--- src/rtl/id_regfile_ctrl.sv ---
// Purpose: ID-stage core. It holds the 32x32 register file (r0 hardwired to 0) and the main opcode decoder.
// Latency: all reads and decode are combinational (0 cycles), and writes land on the rising clk edge.
// Backpressure: none. A write is accepted on every cycle, and there is no read-during-write bypass.
module id_regfile_ctrl (
  input  logic        clk,
  input  logic        rst,
  input  logic [5:0]  opcode,
  input  logic [4:0]  ra1,
  input  logic [4:0]  ra2,
  input  logic [4:0]  wa,
  input  logic [31:0] wdata,
  input  logic        we,
  input  logic [4:0]  s,
  output logic [31:0] rdata1,
  output logic [31:0] rdata2,
  output logic [31:0] showdat,
  output logic        RegDst,
  output logic        Jump,
  output logic        ALUsrc,
  output logic        MemtoReg,
  output logic        MemRead,
  output logic        MemWrite,
  output logic        Branch,
  output logic        RegWrite,
  output logic [1:0]  ALUop
);

  localparam logic [5:0] OP_RTYPE = 6'b000000;
  localparam logic [5:0] OP_LW    = 6'b100011;
  localparam logic [5:0] OP_SW    = 6'b101011;
  localparam logic [5:0] OP_BEQ   = 6'b000100;
  localparam logic [5:0] OP_J     = 6'b000010;
  localparam logic [5:0] OP_ADDI  = 6'b001000;

  // Entry 0 is never written. It only gets cleared on reset, so it reads as 0 anyway.
  logic [31:0] regs [0:31];

  // Register storage: an async clear takes priority over any same-cycle write, and writes to r0 are dropped.
  always_ff @(posedge clk or posedge rst) begin
    if (rst) begin
      for (int i = 0; i < 32; i++) begin
        regs[i] <= 32'd0;
      end
    end else if (we && (wa != 5'd0)) begin
      regs[wa] <= wdata;
    end
  end

  // Read ports see the current contents only. A value being written appears after the edge.
  assign rdata1  = (ra1 == 5'd0) ? 32'd0 : regs[ra1];
  assign rdata2  = (ra2 == 5'd0) ? 32'd0 : regs[ra2];
  assign showdat = (s   == 5'd0) ? 32'd0 : regs[s];

  // Main control decode: every output defaults to 0, so an unknown opcode becomes a NOP.
  always_comb begin
    RegDst   = 1'b0;
    Jump     = 1'b0;
    ALUsrc   = 1'b0;
    MemtoReg = 1'b0;
    MemRead  = 1'b0;
    MemWrite = 1'b0;
    Branch   = 1'b0;
    RegWrite = 1'b0;
    ALUop    = 2'b00;
    case (opcode)
      OP_RTYPE: begin
        RegDst   = 1'b1;
        RegWrite = 1'b1;
        ALUop    = 2'b10;
      end
      OP_LW: begin
        ALUsrc   = 1'b1;
        MemtoReg = 1'b1;
        MemRead  = 1'b1;
        RegWrite = 1'b1;
      end
      OP_SW: begin
        ALUsrc   = 1'b1;
        MemWrite = 1'b1;
      end
      OP_BEQ: begin
        Branch   = 1'b1;
        ALUop    = 2'b01;
      end
      OP_J: begin
        Jump     = 1'b1;
      end
      OP_ADDI: begin
        ALUsrc   = 1'b1;
        RegWrite = 1'b1;
      end
      default: begin
      end
    endcase
  end

endmodule

--- config.mk ---
export PLATFORM = sky130hd
export DESIGN_NAME = id_regfile_ctrl
export DESIGN_NICKNAME = d
export VERILOG_FILES = /design/src/rtl/id_regfile_ctrl.sv
export SDC_FILE = /design/constraint.sdc
export NUM_CORES = 2
export LEC_CHECK = 0
export CAP_MARGIN = 30
export CELL_PAD_IN_SITES_DETAIL_PLACEMENT = 0
export CELL_PAD_IN_SITES_GLOBAL_PLACEMENT = 1
export CORE_UTILIZATION = 36
export DETAILED_ROUTE_END_ITERATION = 10
export PLACE_DENSITY = 0.67
export SLEW_MARGIN = 20
export SYNTH_ARGS = -nofsm -noshare
export SYNTH_HDL_FRONTEND = slang
export SYNTH_SLANG_ARGS = --single-unit
--- constraint.sdc ---
create_clock -name clk -period 48.5 [get_ports clk]
set_input_delay 12.125 -clock clk [delete_from_list [all_inputs] [get_ports clk]]
set_output_delay 12.125 -clock clk [all_outputs]
set_load 0.05 [all_outputs]
==> results.yml <==
outcome:
  status: "complete, no violations"
sta:
  fmax_mhz: 33.9
  min_period_ps: 29500
  setup_viol: 0
  maxSlewViolCount: 0
  post-route-period-util_pct: 60.8
  final_hold_viol_count: 0
  skew_ps: 0
  rsz0062_at_grt: "false"
  tightestPinTransition_ps: 1070
  slew_headroom_pct: 28.3
  timing.hold.ws_ps: 412
  fin_tns_setup_ps: 0
final_layout:
  fillCellCount: 15500
  final_util_pct: 41.0
  area_growth_pct: 13.0
  fin_nets: 4133
  final_common_cell: "dfrtp_1"
  drive_gt1_share_pct: 51.5
  final_cell_mix: "dfrtp_1, mux2_2, mux4_2"
  regMostFlops: "regs"
  fin_cells: 6488
  largest_reg_flops: 1024
  largestRegisters: "regs x1024"
detailed_routing:
  drt-pass1-iter-count: 5
  drt_wl_total_mm: 230
  vias: 42300
  vias_per_cell: 6.52
  drt_iter0_drc: 4825
  drc_errors: 0
  routedWlPerCell_um: 35.5
  ant_nets: 0
clock_tree:
  cts_setup_buffers: 0
  hold_buffers: 0
  cts_root_buffer: "clkbuf_16"
  htree_levels: 3
  cts_resized: 0
  cts_tree: "yes"
  cts_sinks: 1024
  worstSkewPairLatency_ps: 740
  clockBufferDepth: 3
  numCtsBuffers: 116
  clkTransAtPathRegs_ps: 60
global_routing:
  antenna_found_initial: 21
  grt.total_usage_pct: 26.3
  grt_overflow: 0
  met3_usage_pct: 6.01
  grt_max_degree: 105
  grt_pass1_vias: 42700
  grt_util_met1_pct: 34.4
  top_usage_layer: "met2"
  grt_pass1_wl_mm: 330
  met2_usage_pct: 40.9
die:
  start_util_pct: 36.3
  die_x_um: 418
  num_rows: 152
  coreArea_um2: 172000
  fp.dieH_um: 418
  die_area_um2: 175000
  io_pins: 167
yosys:
  yosysUniqueCellTypes: 41
  yosys.area_share.adder_pct: 0
  synth_seq_cells: 1024
  yosys.area_share.simple_pct: 2.90
  yosys.area_share.xor_xnor_pct: 0
  ys_seq_area_share_pct: 41.1
  netlist_area_um2: 62400
  synth_cells: 4141
  synth-compound-area-share_pct: 4.08
  yosysWarningCount: 0
  synth_top_family_by_area: "multiplexers"
  synthMuxAreaShare_pct: 48.0
  avgSynthCellArea_um2: 15.1
  syn_nets: 4202
pwr:
  ir_worst_vdd_mv: 0.0318
  leakagePower_nw: 28.9
  power.density_nw_per_um2: 40.4
critical_path:
  critPathMaxFanout: 60
  crit_required_ps: 36380
  crit_path_frequent_cell: "buf_4"
  crit_chain: "buf_8 -> buf_4 -> buf_4 -> buf_4 -> mux4_2 -> o221ai_1 -> nor3_1 -> clkdlybuf4s50_1"
  path_class: "in2out"
  cp_top_family: "buffers and inverters"
  r2r_slack_ps: 47670
  start_kind: "input pin"
  critical_path_buf_inv_count: 5
  slowest_delay_ps: 1020
  cp.arrival_ps: 17380
  endpoint_kind: "primary output"
  crit_slowest_cell: "clkdlybuf4s50_1"
place:
  portBuffers: 166
  dp.final_hpwl_mm: 134
  gp_congestion: 0.839
  placedCellCount: 6246
worst_hold_path:
  hold_path_class: "reg2reg"
run:
  cap_violations: 0
-- worst paths after layout --
check | startpoint | cells after the start | to
max in group asynchronous | rst | 7 | regs[1003]
hold / removal | regs[1005] | 0 | regs[1005]
hold reg to reg | regs[1005] | 0 | regs[1005]
min in group asynchronous | rst | 2 | regs[30]
setup reg to reg | regs[359] | 1 | regs[359]
setup / recovery | ra1[1] | 8 | rdata1[27]
-- kinds of logic after synthesis --
family / Yosys count
flops: 1024
buf+inv: 507
mux: 1952
compound gates: 322
simple gates: 336
-- stage by stage --
step	power, mW	area, um^2	worst slack (ps)
CTS	2.85	70100	18450
finish	2.85	70500	19000
detailed placement	1.89	66000	18440
global route	2.95	70500	18710
floorplan	1.69	62400	7560
global placement	1.87	65500	18520
-- cells in the mapped netlist --
cell type	n	area, um^2
a211oi_1	64	480
a21oi_1	32	160
a222oi_1	9	90.1
a22o_1	64	561
a22oi_1	64	480
and2_1	3	18.8
and3_1	33	206
and3b_1	2	17.5
buf_1	53	199
buf_2	130	651
buf_4	67	503
buf_6	19	214
clkbuf_1	235	882
clkbuf_4	1	7.51
dfrtp_1	1024	25600
inv_1	2	7.51
mux2_1	30	338
mux2_2	998	11200
mux2i_1	197	1970
mux4_2	727	16400
nand2_1	86	323
nand2b_1	2	12.5
nand3_1	35	175
nand3b_1	7	52.6
nand4_1	32	200
nor2_1	19	71.3
nor2_4	4	45.0
nor2b_1	46	288
nor3_1	45	225
nor3_2	1	10.0
nor3b_1	5	37.5
nor3b_2	2	25.0
nor4_1	4	25.0
nor4b_1	2	17.5
o21a_1	1	7.51
o21ai_0	1	5.00
o221ai_1	64	561
o22a_1	23	201
or2_2	3	18.8
or3_1	3	18.8
or3b_2	2	17.5
-- per-layer routing --
metal,part of all wire [%],vias up
li1,-,16400
met1,39,23000
met2,46,2289
met3,9.0,560
met4,5.5,30
met5,0.084,-
-- final cells by class --
cell class	instances	area [um^2]	area share, %
Timing Repair Buffer	318	3350	4.76
Multi-Input combinational cell	2610	34500	49.0
Clock buffer	162	3350	4.75
Inverter	2	15.0	0.0213
Tap cell	2310	2890	4.10
Clock inverter	54	733	1.04
Sequential cell	1024	25600	36.4
Antenna cell	8	20.0	0.0284
-- power breakdown --
part           leakage [nW]  total, mW  internal [mW]  switching (mW)
Combinational          13.8      0.714          0.406           0.307
Sequential             13.1       1.18           1.02           0.161
Clock                  2.00      0.953          0.565           0.388
No activity file was read; power rests on OpenSTA's default activity.
